**config.mk**
```make
export PLATFORM = sky130hd
export DESIGN_NAME = shiftreg_arbiter
export DESIGN_NICKNAME = d
export VERILOG_FILES = /design/src/rtl/shiftreg_arbiter.sv
export SDC_FILE = /design/constraint.sdc
export NUM_CORES = 1
export LEC_CHECK = 0
export ABC_AREA = 1
export CORE_UTILIZATION = 40
export CTS_BUF_LIST = sky130_fd_sc_hd__clkbuf_2 sky130_fd_sc_hd__clkbuf_4 sky130_fd_sc_hd__clkbuf_8
export CTS_CLUSTER_DIAMETER = 150
export DETAILED_ROUTE_END_ITERATION = 12
export GPL_ROUTABILITY_DRIVEN = 0
export PLACE_DENSITY = 0.78
export SYNTH_ARGS = -nofsm -noshare
export SYNTH_HDL_FRONTEND = slang
export SYNTH_SLANG_ARGS = --single-unit
```
**constraint.sdc**
```tcl
create_clock -name clk_i -period 5.6 [get_ports clk_i]
set_input_delay 0.56 -clock clk_i [delete_from_list [all_inputs] [get_ports clk_i]]
set_output_delay 0.56 -clock clk_i [all_outputs]
set_load 0.005 [all_outputs]
```
**src/rtl/shiftreg_arbiter.sv**
```systemverilog
// rtl/shiftreg_arbiter.sv - round-robin arbiter feeding a valid-gated delay line with tagged responses
module shiftreg_arbiter #(
    parameter int NumReq    = 4,
    parameter int Depth     = 4,
    parameter int DataWidth = 32
) (
    input  logic                                clk_i,
    input  logic                                rst_ni,
    input  logic [NumReq-1:0]                   req_valid_i,
    input  logic [NumReq-1:0][DataWidth-1:0]    req_data_i,
    output logic [NumReq-1:0]                   req_ready_o,
    input  logic                                flush_i,
    output logic [NumReq-1:0]                   rsp_valid_o,
    output logic [DataWidth-1:0]                rsp_data_o,
    output logic [$clog2(Depth+1)-1:0]          inflight_o,
    output logic                                busy_o
);

    localparam int TagW = $clog2(NumReq);
    localparam int CntW = $clog2(Depth+1);

    typedef enum logic [1:0] {
        IDLE   = 2'd0,
        ACTIVE = 2'd1,
        DRAIN  = 2'd2
    } state_e;

    state_e                            state_q, state_d;
    logic [TagW-1:0]                   ptr_q, ptr_d;
    logic [CntW-1:0]                   inflight_q, inflight_d;
    logic [Depth-1:0]                  vld_q;
    logic [Depth-1:0][DataWidth-1:0]   data_q;
    logic [Depth-1:0][TagW-1:0]        tag_q;

    logic            gnt_found;
    logic [TagW-1:0] gnt_idx;
    logic [TagW-1:0] scan_idx;
    logic            can_grant;
    logic            xfer;
    logic            exit_v;

    // Scan from the pointer upward, wrapping at NumReq-1, so non-power-of-two counts work.
    always_comb begin
        gnt_found = 1'b0;
        gnt_idx   = '0;
        scan_idx  = ptr_q;
        for (int i = 0; i < NumReq; i++) begin
            if (!gnt_found && req_valid_i[scan_idx]) begin
                gnt_found = 1'b1;
                gnt_idx   = scan_idx;
            end
            scan_idx = (scan_idx == TagW'(NumReq-1)) ? '0 : scan_idx + 1'b1;
        end
    end

    // A flush in the same cycle as a request wins over the request.
    assign can_grant = rst_ni && (state_q != DRAIN) && !flush_i;

    always_comb begin
        req_ready_o = '0;
        if (can_grant && gnt_found) begin
            req_ready_o[gnt_idx] = 1'b1;
        end
    end

    assign xfer   = |(req_valid_i & req_ready_o);
    assign exit_v = vld_q[Depth-1];

    always_comb begin
        ptr_d      = ptr_q;
        inflight_d = inflight_q + CntW'(xfer) - CntW'(exit_v);
        if (xfer) begin
            ptr_d = (gnt_idx == TagW'(NumReq-1)) ? '0 : gnt_idx + 1'b1;
        end
    end

    always_comb begin
        state_d = state_q;
        unique case (state_q)
            IDLE: begin
                if (flush_i)   state_d = DRAIN;
                else if (xfer) state_d = ACTIVE;
            end
            ACTIVE: begin
                if (flush_i)                           state_d = DRAIN;
                else if (!xfer && inflight_d == '0)    state_d = IDLE;
            end
            DRAIN: begin
                if (inflight_q == '0) state_d = IDLE;
            end
            default: state_d = IDLE;
        endcase
    end

    always_ff @(posedge clk_i or negedge rst_ni) begin
        if (!rst_ni) begin
            state_q    <= IDLE;
            ptr_q      <= '0;
            inflight_q <= '0;
        end else begin
            state_q    <= state_d;
            ptr_q      <= ptr_d;
            inflight_q <= inflight_d;
        end
    end

    // Valids shift every cycle; payload and tag only move behind a valid.
    always_ff @(posedge clk_i or negedge rst_ni) begin
        if (!rst_ni) begin
            vld_q  <= '0;
            data_q <= '0;
            tag_q  <= '0;
        end else begin
            vld_q[0] <= xfer;
            if (xfer) begin
                data_q[0] <= req_data_i[gnt_idx];
                tag_q[0]  <= gnt_idx;
            end
            for (int k = 1; k < Depth; k++) begin
                vld_q[k] <= vld_q[k-1];
                if (vld_q[k-1]) begin
                    data_q[k] <= data_q[k-1];
                    tag_q[k]  <= tag_q[k-1];
                end
            end
        end
    end

    always_comb begin
        rsp_valid_o = '0;
        if (exit_v) begin
            rsp_valid_o[tag_q[Depth-1]] = 1'b1;
        end
    end

    assign rsp_data_o = data_q[Depth-1];
    assign inflight_o = inflight_q;
    assign busy_o     = (state_q != IDLE);

endmodule
```
==> metrics.yaml, run 1 <==
outcome:
  outcome: "complete, no violations"
worst_setup_path:
  critPathMostFrequentCell: "nand2_1"
  r2r_cells: 24
  crit_path_end: "state_q[0]"
  path_delay_family: "adder cells"
  cp_num_buf_inv: 6
  r2r_end: "state_q[0]"
  worstPathCellList: "ha_1, inv_1, nand2_1, nand2_1, nand2_1, nand2_1, nand3b_1, nand3_1, ha_1, inv_1, nor3_1, nor2_4, nand3_4, inv_4, ha_1, inv_1, ha_1, inv_1, fa_1, inv_1, nor3_1, nand4_1, nand2_1, nand2_1"
  cp_num_cells: 24
  r2r_start: "ptr_q[0]"
  end_kind: "flip-flop"
  cpMaxStageDelayCell: "dfrtp_1"
  r2r_slack_ns: 1.11
  cp-startpoint: "ptr_q[0]"
  slowest_delay_ns: 0.48
  crit_required_ns: 5.93
  cp_max_fo: 36
  arrival_ns: 4.82
  startpoint_type: "flip-flop"
  crit_type: "flip-flop to flip-flop"
clocking:
  htree_levels: 4
  clk_pin_slew_worst_paths_ns: 0.09
  cts_buffers: 17
  cts_hold_buf: 0
  postCtsSetupRepairBufs: 0
  cts_tree: "built"
  max-clock-path-buffers: 2
  clock_sinks: 147
  clock_latency_ns: 0.44
  cts_resized: 0
  root_buffer: "clkbuf_8"
run:
  max-cap-violations: 0
power_and_ir_drop:
  power.clock.fraction_pct: 13.1
  p_int_mw: 3.154
  swShare_pct: 45.07
  p_comb_share_pct: 53.2
  p_sw_mw: 2.588
  power_mw: 5.742
  ir_drop_mv: 0.5133
  p_seq_share_pct: 33.6
  power_density_nw_per_um2: 619.4
  p_leak_nw: 4.393
timing:
  relSlewSlack_pct: 34.14
  hold_violations: 0
  max_freq_mhz: 222.7
  maxSlewViolCount: 0
  period_share_pct: 80.18
  tightestPinTransition_ns: 0.9879
  fin_worst_skew_ns: 0.01376
  hold-worst-slack_ns: 0.1005
  tns_ns: 0
  rsz0062_at_grt: "false"
  min_period_ns: 4.490
  finalSetupViolCount: 0
synth:
  synthFlopType: "dfrtp_1"
  ys_ff_latch: 147
  synth_top_area_share_pct: 50.72
  yosys_warnings: 0
  synth-edff-count: 0
  post-synth-top-area-cell: "dfrtp_1"
  syn-num-nets: 1001
  synth.avg_cell_area_um2: 8.423
  async_reset_ff_share_pct: 100.0
  ys_types: 33
  netlist_area_um2: 7252
  synthTopCellsByArea: "dfrtp_1 (51%), nand2_1 (13%), mux2_2 (5.0%), a21oi_1 (4.6%), inv_1 (4.3%)"
  syn_inst: 861
  seq_area_frac_synth_pct: 50.72
final_layout:
  final_nets: 1130
  drive_gt1_share_pct: 12.66
  antenna_cells: 0
  area_delta_synth_final_pct: 27.83
floorplan:
  pin_count: 179
  rows: 48
  die_area_um2: 18670
  core_um2: 17480
  die_h_um: 136.6
  start_util_pct: 41.49
  chipWidth_um: 136.6
global_route:
  grt.overflow.total: 0
  grt_max_degree: 80
  antenna_found_initial: 0
  grt_pass1_vias: 5632
  grt_pass1_wl_mm: 27.51
  grt_use_total_pct: 19.06
route:
  route.detailed.drc: 0
  antenna_left: 0
  first_pass_iters: 4
  drt_iter0_drc: 304
  dr_total_vias: 5846
  wl_per_cell_um: 13.66
  viasPerCell: 4.761
  wl_mm: 16.77
min_path:
  hold_path_class: "primary input to async pin"
place:
  hpwl_mm: 12.17
  numPortBuffers: 178
[registers in the layout, indices dropped and copies added (netlist names)]
register / count
ptr_q: 2
state_q: 2
vld_q: 4
rsp_data_o: 32
data_q: 96
inflight_o: 3
tag_q: 8
[metal layers]
metal	GRT usage, %	share of wire (%)	up-vias
li1	-	-	2952
met4	7.840	2.0	0
met3	3.926	6.2	22
met2	29.27	45	146
met5	0	0	-
met1	26.18	47	2726
[power groups by stage]
| stage | combinational (mW) | clock, mW | sequential [mW] |
|---|---|---|---|
| after CTS | 3.08 | 0.774 | 1.94 |
| after detailed placement | 3.06 | 0 | 1.96 |
| after floorplan | 2.48 | 0 | 1.72 |
| after global routing | 3.45 | 0.816 | 2.01 |
| after global placement | 3.00 | 0 | 1.94 |
| final | 3.06 | 0.753 | 1.93 |
[metrics by stage]
stage                     instances  utilization, %  setup slack [ns]  area, um2
final                          1228           53.04             1.110       9270
after global routing           1228           53.04            0.7428       9270
after CTS                      1228           53.04             1.099       9270
after detailed placement       1196           50.96            0.7362       8906
after global placement         1196           50.96            0.9424       8906
after floorplan                 861               -             1.477       7252
[worst min path at each step]
stage | start | end | slack (ns) | cells past startpoint
4_1_cts | rst_ni | rsp_data_o[3] | 0.11 | 1
6_report | rst_ni | rsp_data_o[0] | 0.10 | 1
5_1_grt | rst_ni | rsp_data_o[0] | 0.14 | 1
3_3_place_gp | data_q[21] | data_q[21] | 0.45 | 2
3_5_place_dp | data_q[21] | data_q[21] | 0.45 | 2
2_1_floorplan | rst_ni | data_q[0] | 0.26 | 0
[worst register-to-register path, cell delays in order (launching register included)]
cell and delay (ns):
dfrtp_1 0.48, ha_1 0.40, inv_1 0.10, nand2_1 0.11, nand2_1 0.11, nand2_1 0.08, nand2_1 0.10, nand3b_1 0.10
nand3_1 0.34, ha_1 0.36, inv_1 0.09, nor3_1 0.08, nor2_4 0.14, nand3_4 0.09, inv_4 0.29, ha_1 0.32
inv_1 0.06, ha_1 0.13, inv_1 0.05, fa_1 0.48, inv_1 0.05, nor3_1 0.21, nand4_1 0.12, nand2_1 0.07
nand2_1 0.05
[logic make-up (layout without fill, tap and decap cells)]
group,count (synthesis),in the layout,synth area share [%]
multiplexers,32,32,4.969
AND/OR/NAND/NOR,398,398,23.98
AO/OA/AOI/OAI,116,116,8.299
adder cells (fa/ha/maj),5,5,0.9662
buffers and inverters,161,303,10.82
XOR/XNOR,2,2,0.2416
flip-flops,147,147,50.72
[synthesized netlist by cell type, drive strengths merged (4+ instances only)]
| master | number |
|---|---|
| buf | 53 |
| o21ai | 41 |
| nand4 | 5 |
| or2 | 33 |
| ha | 4 |
| dfrtp | 147 |
| a21oi | 67 |
| nand2 | 259 |
| nor3 | 8 |
| nand3 | 40 |
| clkbuf | 20 |
| mux2 | 32 |
| o211ai | 6 |
| nor2 | 51 |
| inv | 88 |
[cell usage in the layout, fill, tap and decap left out, types with 6 or more instances in the layout]
cell and count:
nand2_1 255, clkdlybuf4s50_1 177, dfrtp_1 144, inv_1 84
a21oi_1 67, nor2_1 44, o21ai_0 40, nand3_1 36
or2_2 33, mux2_2 32, clkbuf_8 18, nor3_1 8
o211ai_1 6, inv_6 6
[area by class of cell]
cell class,instances,area [um2]
Fill cell,1623,8207
Sequential cell,147,3682
Multi-Input combinational cell,553,2789
Timing Repair Buffer,183,1821
Inverter,88,332.8
Tap cell,225,281.5
Clock buffer,18,247.7
Clock inverter,14,116.4
Note: power is estimated with default switching activity, not from simulation.
==> inputs of run 2 (changes only) <==
--- a/config.mk
+++ b/config.mk
@@ -11,7 +11,7 @@
 export CTS_CLUSTER_DIAMETER = 150
 export DETAILED_ROUTE_END_ITERATION = 12
 export GPL_ROUTABILITY_DRIVEN = 0
-export PLACE_DENSITY = 0.78
+export PLACE_DENSITY = 0.81
 export SYNTH_ARGS = -nofsm -noshare
 export SYNTH_HDL_FRONTEND = slang
 export SYNTH_SLANG_ARGS = --single-unit
==> constraint.sdc (replaced) <==
create_clock -name clk_i -period 4.1 [get_ports clk_i]
set_input_delay 0.41 -clock clk_i [delete_from_list [all_inputs] [get_ports clk_i]]
set_output_delay 0.41 -clock clk_i [all_outputs]
set_load 0.005 [all_outputs]
==> run 2 against run 1 <==
Sequential power up 35%. Largest cell class unchanged. Critical path depth down 11. Clock power up 59%. Sequential cell count unchanged. Final cell count up 0.49%. Non-clock buffer count up 8. Largest power group unchanged.
==> metrics.yaml, run 2 (synthesized netlist as in run 1, its figures left out) <==
clocking:
  clock_latency_ns: 0.43  # was 0.44 ns
  clk_pin_slew_worst_paths_ns: 0.07  # was 0.09 ns
  cts_buffers: 17  # unchanged
  htree_levels: 4  # unchanged
  clock_sinks: 147  # unchanged
  cts_tree: "built"  # unchanged
  root_buffer: "clkbuf_8"  # unchanged
  max-clock-path-buffers: 2  # unchanged
route:
  route.detailed.drc: 0  # unchanged
  drt_iter0_drc: 293  # was 304
  viasPerCell: 4.810  # was 4.761
  antenna_left: 0  # unchanged
  first_pass_iters: 5  # was 4
  wl_mm: 17.37  # was 16.77 mm
  dr_total_vias: 5935  # was 5846
  wl_per_cell_um: 14.08  # was 13.66 um
floorplan:
  pin_count: 179  # unchanged
  chipWidth_um: 136.6  # unchanged
  die_h_um: 136.6  # unchanged
  core_um2: 17480  # unchanged
  die_area_um2: 18670  # unchanged
  rows: 48  # unchanged
  start_util_pct: 41.49  # unchanged
timing:
  maxSlewViolCount: 0  # unchanged
  rsz0062_at_grt: "false"  # unchanged
  relSlewSlack_pct: 33.51  # was 34.14%
  setup_ws_ns: 0.3321  # was 1.110 ns
  tightestPinTransition_ns: 0.9974  # was 0.9879 ns
  max_freq_mhz: 265.4
  tns_ns: 0  # unchanged
  finalSetupViolCount: 0  # unchanged
  hold_violations: 0  # unchanged
  period_share_pct: 91.90
  fin_worst_skew_ns: 0.008629  # was 0.01376 ns
  min_period_ns: 3.768
global_route:
  grt_max_degree: 83  # was 80
  grt_pass1_wl_mm: 28.21  # was 27.51 mm
  grt_pass1_vias: 5797  # was 5632
  grt_use_total_pct: 19.50  # was 19.06%
  grt.overflow.total: 0  # unchanged
  antenna_found_initial: 2  # was 0
power_and_ir_drop:
  p_int_mw: 4.660  # was 3.154 mW
  power_density_nw_per_um2: 870.4  # was 619.4 nW/um2
  ir_drop_mv: 0.4878  # was 0.5133 mV
  p_seq_share_pct: 31.6  # was 33.6%
  p_sw_mw: 3.540  # was 2.588 mW
  p_comb_share_pct: 53.7  # was 53.2%
  swShare_pct: 43.17  # was 45.07%
  power.clock.fraction_pct: 14.6  # was 13.1%
  p_leak_nw: 4.467  # was 4.393 nW
final_layout:
  fillCellCount: 1555  # was 1623
  area_delta_synth_final_pct: 29.92  # was 27.83%
  final_cell_mix: "nand2_1 (255), clkdlybuf4s50_1 (177), dfrtp_1 (144)"  # unchanged
  final_nets: 1138  # was 1130
  final_common_cell: "nand2_1"  # unchanged
  regArea_um2: 3682  # unchanged
  largest_reg_flops: 96  # unchanged
  multi_input_area_um2: 2818  # was 2789 um2
  antenna_cells: 0  # unchanged
  drive_gt1_share_pct: 13.38  # was 12.66%
  top_register: "data_q"  # unchanged
place:
  place_ws_ns: 0.04077  # was 0.7362 ns
  numPortBuffers: 178  # unchanged
  hpwl_mm: 12.58  # was 12.17 mm
worst_setup_path:
  cp-startpoint: "ptr_q[0]"  # unchanged
  r2r_start: "ptr_q[0]"  # unchanged
  arrival_ns: 3.36  # was 4.82 ns
  r2r_slack_ns: 0.33  # was 1.11 ns
  r2r_end: "state_q[0]"  # unchanged
  crit_path_end: "req_ready_o[1]"  # was state_q[0]
  cp_max_fo: 32  # was 36
  startpoint_type: "flip-flop"  # unchanged
  crit_type: "flip-flop to output pin"  # was flip-flop to flip-flop
  end_kind: "output pin"  # was flip-flop
  crit_required_ns: 3.69  # was 5.93 ns
  r2r_cells: 24  # unchanged
run:
  max-cap-violations: 0  # unchanged
outcome:
  outcome: "complete, no violations"  # unchanged
min_path:
  hold_path_class: "primary input to async pin"  # unchanged
[run 2: stage by stage]
stage / utilization (%) / instances / area, um2 / hold slack [ns] / total power [mW]
after floorplan: - / 861 / 7257 / 0.1144 / 5.744
after global placement: 51.24 / 1202 / 8955 / 0.4506 / 6.803
after detailed placement: 51.24 / 1202 / 8955 / 0.4543 / 6.949
after CTS: 53.68 / 1232 / 9382 / 0.1588 / 8.176
after global routing: 53.91 / 1234 / 9422 / 0.2070 / 8.932
final: 53.91 / 1234 / 9422 / 0.1439 / 8.200
[run 2: worst max-delay path: stages, from the launching register on]
cell             delay [ns]
dfrtp_2                0.49
ha_4                   0.28
inv_1                  0.12
nand2_1                0.10
nand2_1                0.13
nand2_1                0.07
nand2_1                0.13
nand4_1                0.16
nand3_2                0.16
buf_4                  0.12
buf_4                  0.30
nand2_2                0.20
nor2_1                 0.12
clkdlybuf4s50_1        0.53
[run 2: how the worst min path moves through the flow]
stage                          start    endpoint  slack [ns]  cells past startpoint
final                         rst_ni    ptr_q[1]        0.14                      2
after global routing          rst_ni    ptr_q[1]        0.21                      2
after CTS                     rst_ni    ptr_q[0]        0.16                      2
after detailed placement  data_q[21]  data_q[21]        0.45                      2
after global placement    data_q[25]  data_q[25]        0.45                      2
after floorplan               rst_ni   data_q[0]        0.11                      0
[run 2: timing repair]
action / 4_1_cts / 5_1_grt
endpoints found under the setup margin: 0 / 2
buffers inserted: 0 / 2
hold buffers: 0 / 0
gates resized for setup: 0 / 4
[run 2: area by class of cell]
type	instances	share of cell area (%)
clock buffer	21	2.869
clock inverter	9	1.660
inverter	88	3.533
multi-input combinational	553	29.91
sequential	147	39.08
tap	225	2.988
timing repair buffer	191	19.96
[run 2: metal layers]
layer | up-vias | GRT usage [%] | part of all wire, %
met2 | 170 | 30.20 | 46
met5 | - | 0 | 0.14
met3 | 42 | 4.407 | 5.3
met4 | 4 | 8.827 | 2.5
met1 | 2757 | 26.01 | 46
li1 | 2962 | - | -
[run 2: power by group through the flow]
stage | Clock, mW | Combinational, mW | Sequential [mW]
after floorplan | 0 | 3.39 | 2.35
after global placement | 0 | 4.20 | 2.60
after CTS | 1.23 | 4.35 | 2.60
final | 1.20 | 4.41 | 2.60
after detailed placement | 0 | 4.33 | 2.62
after global routing | 1.28 | 4.94 | 2.70
==> inputs of run 3 (changes only) <==
--- a/config.mk
+++ b/config.mk
@@ -6,11 +6,11 @@
 export NUM_CORES = 1
 export LEC_CHECK = 0
 export ABC_AREA = 1
+export CAP_MARGIN = 20
 export CORE_UTILIZATION = 40
 export CTS_BUF_LIST = sky130_fd_sc_hd__clkbuf_2 sky130_fd_sc_hd__clkbuf_4 sky130_fd_sc_hd__clkbuf_8
 export CTS_CLUSTER_DIAMETER = 150
 export DETAILED_ROUTE_END_ITERATION = 12
-export GPL_ROUTABILITY_DRIVEN = 0
 export PLACE_DENSITY = 0.81
 export SYNTH_ARGS = -nofsm -noshare
 export SYNTH_HDL_FRONTEND = slang
==> constraint.sdc (replaced) <==
create_clock -name clk_i -period 3 [get_ports clk_i]
set_input_delay 0.3 -clock clk_i [delete_from_list [all_inputs] [get_ports clk_i]]
set_output_delay 0.3 -clock clk_i [all_outputs]
set_load 0.005 [all_outputs]
==> run 3 against run 2 <==
The run now ends with setup timing left. Clock skew is essentially flat. Hold slack got worse by 0.096 ns. Count of clock-buffer cells in the layout decreased by 1. Die area is the same. Largest cell class unchanged.
==> metrics.yaml, run 3 (synthesized netlist as in run 1, its figures left out) <==
final_layout:
  area_delta_synth_final_pct: 34.02  # was 29.92%
  drive_gt1_share_pct: 17.78  # was 13.38%
  top_register: "data_q"  # unchanged
  post-route-util_pct: 55.61  # was 53.91%
  final_cell_mix: "nand2_1 (250), clkdlybuf4s50_1 (175), dfrtp_1 (143)"  # was nand2_1 (255), clkdlybuf4s50_1 (177), dfrtp_1 (144)
  largest_reg_flops: 96  # unchanged
  final_nets: 1163  # was 1138
  antenna_cells: 0  # unchanged
  regArea_um2: 3684  # was 3682 um2
  fillCellCount: 1541  # was 1555
  multi_input_area_um2: 2919  # was 2818 um2
  final_common_cell: "nand2_1"  # unchanged
floorplan:
  core_um2: 17480  # unchanged
  pin_count: 179  # unchanged
  rows: 48  # unchanged
  chipWidth_um: 136.6  # unchanged
  start_util_pct: 41.49  # unchanged
  die_h_um: 136.6  # unchanged
  die_area_um2: 18670  # unchanged
worst_setup_path:
  crit_type: "flip-flop to flip-flop"  # was flip-flop to output pin
  end_kind: "flip-flop"  # was output pin
  startpoint_type: "flip-flop"  # unchanged
  crit_path_end: "state_q[0]"  # was req_ready_o[1]
  r2r_start: "ptr_q[0]"  # unchanged
  cp-startpoint: "ptr_q[0]"  # unchanged
  crit_required_ns: 3.33  # was 3.69 ns
  cp_max_fo: 6  # was 32
  r2r_end: "state_q[0]"  # unchanged
  r2r_cells: 24  # unchanged
  arrival_ns: 3.81  # was 3.36 ns
  r2r_slack_ns: -0.48  # was 0.33 ns
route:
  first_pass_iters: 4  # was 5
  viasPerCell: 4.762  # was 4.810
  antenna_left: 0  # unchanged
  route.detailed.drc: 0  # unchanged
  drt_iter0_drc: 359  # was 293
  wl_per_cell_um: 13.80  # was 14.08 um
  dr_total_vias: 6000  # was 5935
  wl_mm: 17.39  # was 17.37 mm
outcome:
  violations: "setup timing"
  outcome: "finished with violations"  # was complete, no violations
global_route:
  grt_pass1_vias: 5929  # was 5797
  antenna_found_initial: 0  # was 2
  grt.overflow.total: 0  # unchanged
  grt_use_total_pct: 19.88  # was 19.50%
  grt_max_degree: 76  # was 83
  grt_pass1_wl_mm: 28.77  # was 28.21 mm
place:
  place_ws_ns: -0.6823  # was 0.04077 ns
  numPortBuffers: 178  # unchanged
  hpwl_mm: 12.63  # was 12.58 mm
  gp_congestion: 0.8416
timing:
  hold-worst-slack_ns: 0.04820  # was 0.1439 ns
  max_freq_mhz: 287.8
  rsz0062_at_grt: "true"  # was false
  maxSlewViolCount: 0  # unchanged
  min_period_ns: 3.475
  tns_ns: -1.192  # was 0 ns
  hold_violations: 0  # unchanged
  tightestPinTransition_ns: 1.003  # was 0.9974 ns
  relSlewSlack_pct: 33.15  # was 33.51%
  period_share_pct: 115.8
  fin_worst_skew_ns: 0.009042  # was 0.008629 ns
  setup_ws_ns: -0.4751  # was 0.3321 ns
  finalSetupViolCount: 5  # was 0
power_and_ir_drop:
  p_sw_mw: 5.081  # was 3.540 mW
  p_comb_share_pct: 56.7  # was 53.7%
  p_leak_nw: 4.601  # was 4.467 nW
  power_mw: 11.83  # was 8.200 mW
  power.clock.fraction_pct: 12.7  # was 14.6%
  p_int_mw: 6.746  # was 4.660 mW
  ir_drop_mv: 0.7396  # was 0.4878 mV
  swShare_pct: 42.96  # was 43.17%
  p_seq_share_pct: 30.6  # was 31.6%
  power_density_nw_per_um2: 1217  # was 870.4 nW/um2
clocking:
  cts_buffers: 17  # unchanged
  cts_tree: "built"  # unchanged
  clk_pin_slew_worst_paths_ns: 0.08  # was 0.07 ns
  clock_sinks: 147  # unchanged
  clock_latency_ns: 0.44  # was 0.43 ns
  root_buffer: "clkbuf_8"  # unchanged
  htree_levels: 4  # unchanged
  max-clock-path-buffers: 2  # unchanged
min_path:
  hold_path_class: "primary input to async pin"  # unchanged
run:
  max-cap-violations: 0  # unchanged
## run 3: cell types whose count changed in the layout (fill, tap and decap cells not counted), sizes merged
cell           delta
buf              +25
clkinvlp          -1
clkdlybuf4s50     -2
clkbuf            +1
clkinv            +4
bufinv            -2
inv               +1
## run 3: how the worst min path moves through the flow
stage,endpoint,slack (ns),depth (start not counted)
3_3_place_gp,data_q[23],0.45,2
6_report,ptr_q[1],0.05,2
5_1_grt,inflight_o[2],0.10,2
4_1_cts,ptr_q[1],0.07,2
3_5_place_dp,data_q[23],0.45,2
2_1_floorplan,data_q[0],0.004,0
## run 3: repair_timing
action                                  in CTS  in global routing
endpoints found under the setup margin       7                  7
pin swaps                                    4                  6
hold buffers                                 0                  0
cloned                                       0                  0
setup buffers                                4                  0
gates resized for setup                      8                 12
## run 3: stage by stage
stage / instances / instance area [um2]
after floorplan: 861 / 7345
after global placement: 1226 / 9251
after detailed placement: 1226 / 9251
after CTS: 1261 / 9693
after global routing: 1260 / 9719
final: 1260 / 9719
## run 3: final cells by class
class                      count  share of cell area, %
clock inverter                11                  1.326
sequential                   147                  37.90
timing repair buffer         216                  21.69
inverter                      88                  3.450
tap                          225                  2.896
multi-input combinational    553                  30.03
clock buffer                  20                  2.703
## run 3: power groups by stage
stage	logic, mW	registers [mW]	clock network (mW)
after global placement	6.30	3.64	0
after floorplan	4.81	3.23	0
after CTS	6.60	3.63	1.54
final	6.70	3.62	1.50
after detailed placement	6.45	3.66	0
after global routing	7.54	3.76	1.63
## run 3: worst max-delay path: stages, from the launching register on
cell     delay, ns
dfrtp_2       0.44
ha_4          0.18
nor2_4        0.18
nand2_2       0.10
nand3_4       0.08
nand2_2       0.07
nor2_4        0.17
nand4_1       0.16
nand3_2       0.17
ha_4          0.15
inv_4         0.04
nor3_4        0.14
nor2_4        0.06
nand3_4       0.07
inv_4         0.04
ha_4          0.20
inv_2         0.06
ha_4          0.12
inv_2         0.03
fa_1          0.49
inv_2         0.05
nor3_2        0.15
nand4_1       0.10
nand2_1       0.07
nand2_1       0.04
## run 3: metal layers
| metal | global-route usage, % | wire length, um | vias to the layer above |
|---|---|---|---|
| li1 | - | - | 3015 |
| met1 | 27.19 | 8200 | 2800 |
| met2 | 30.63 | 8042 | 159 |
| met3 | 5.259 | 812 | 26 |
| met4 | 6.358 | 337 | 0 |
| met5 | 0 | 0 | - |
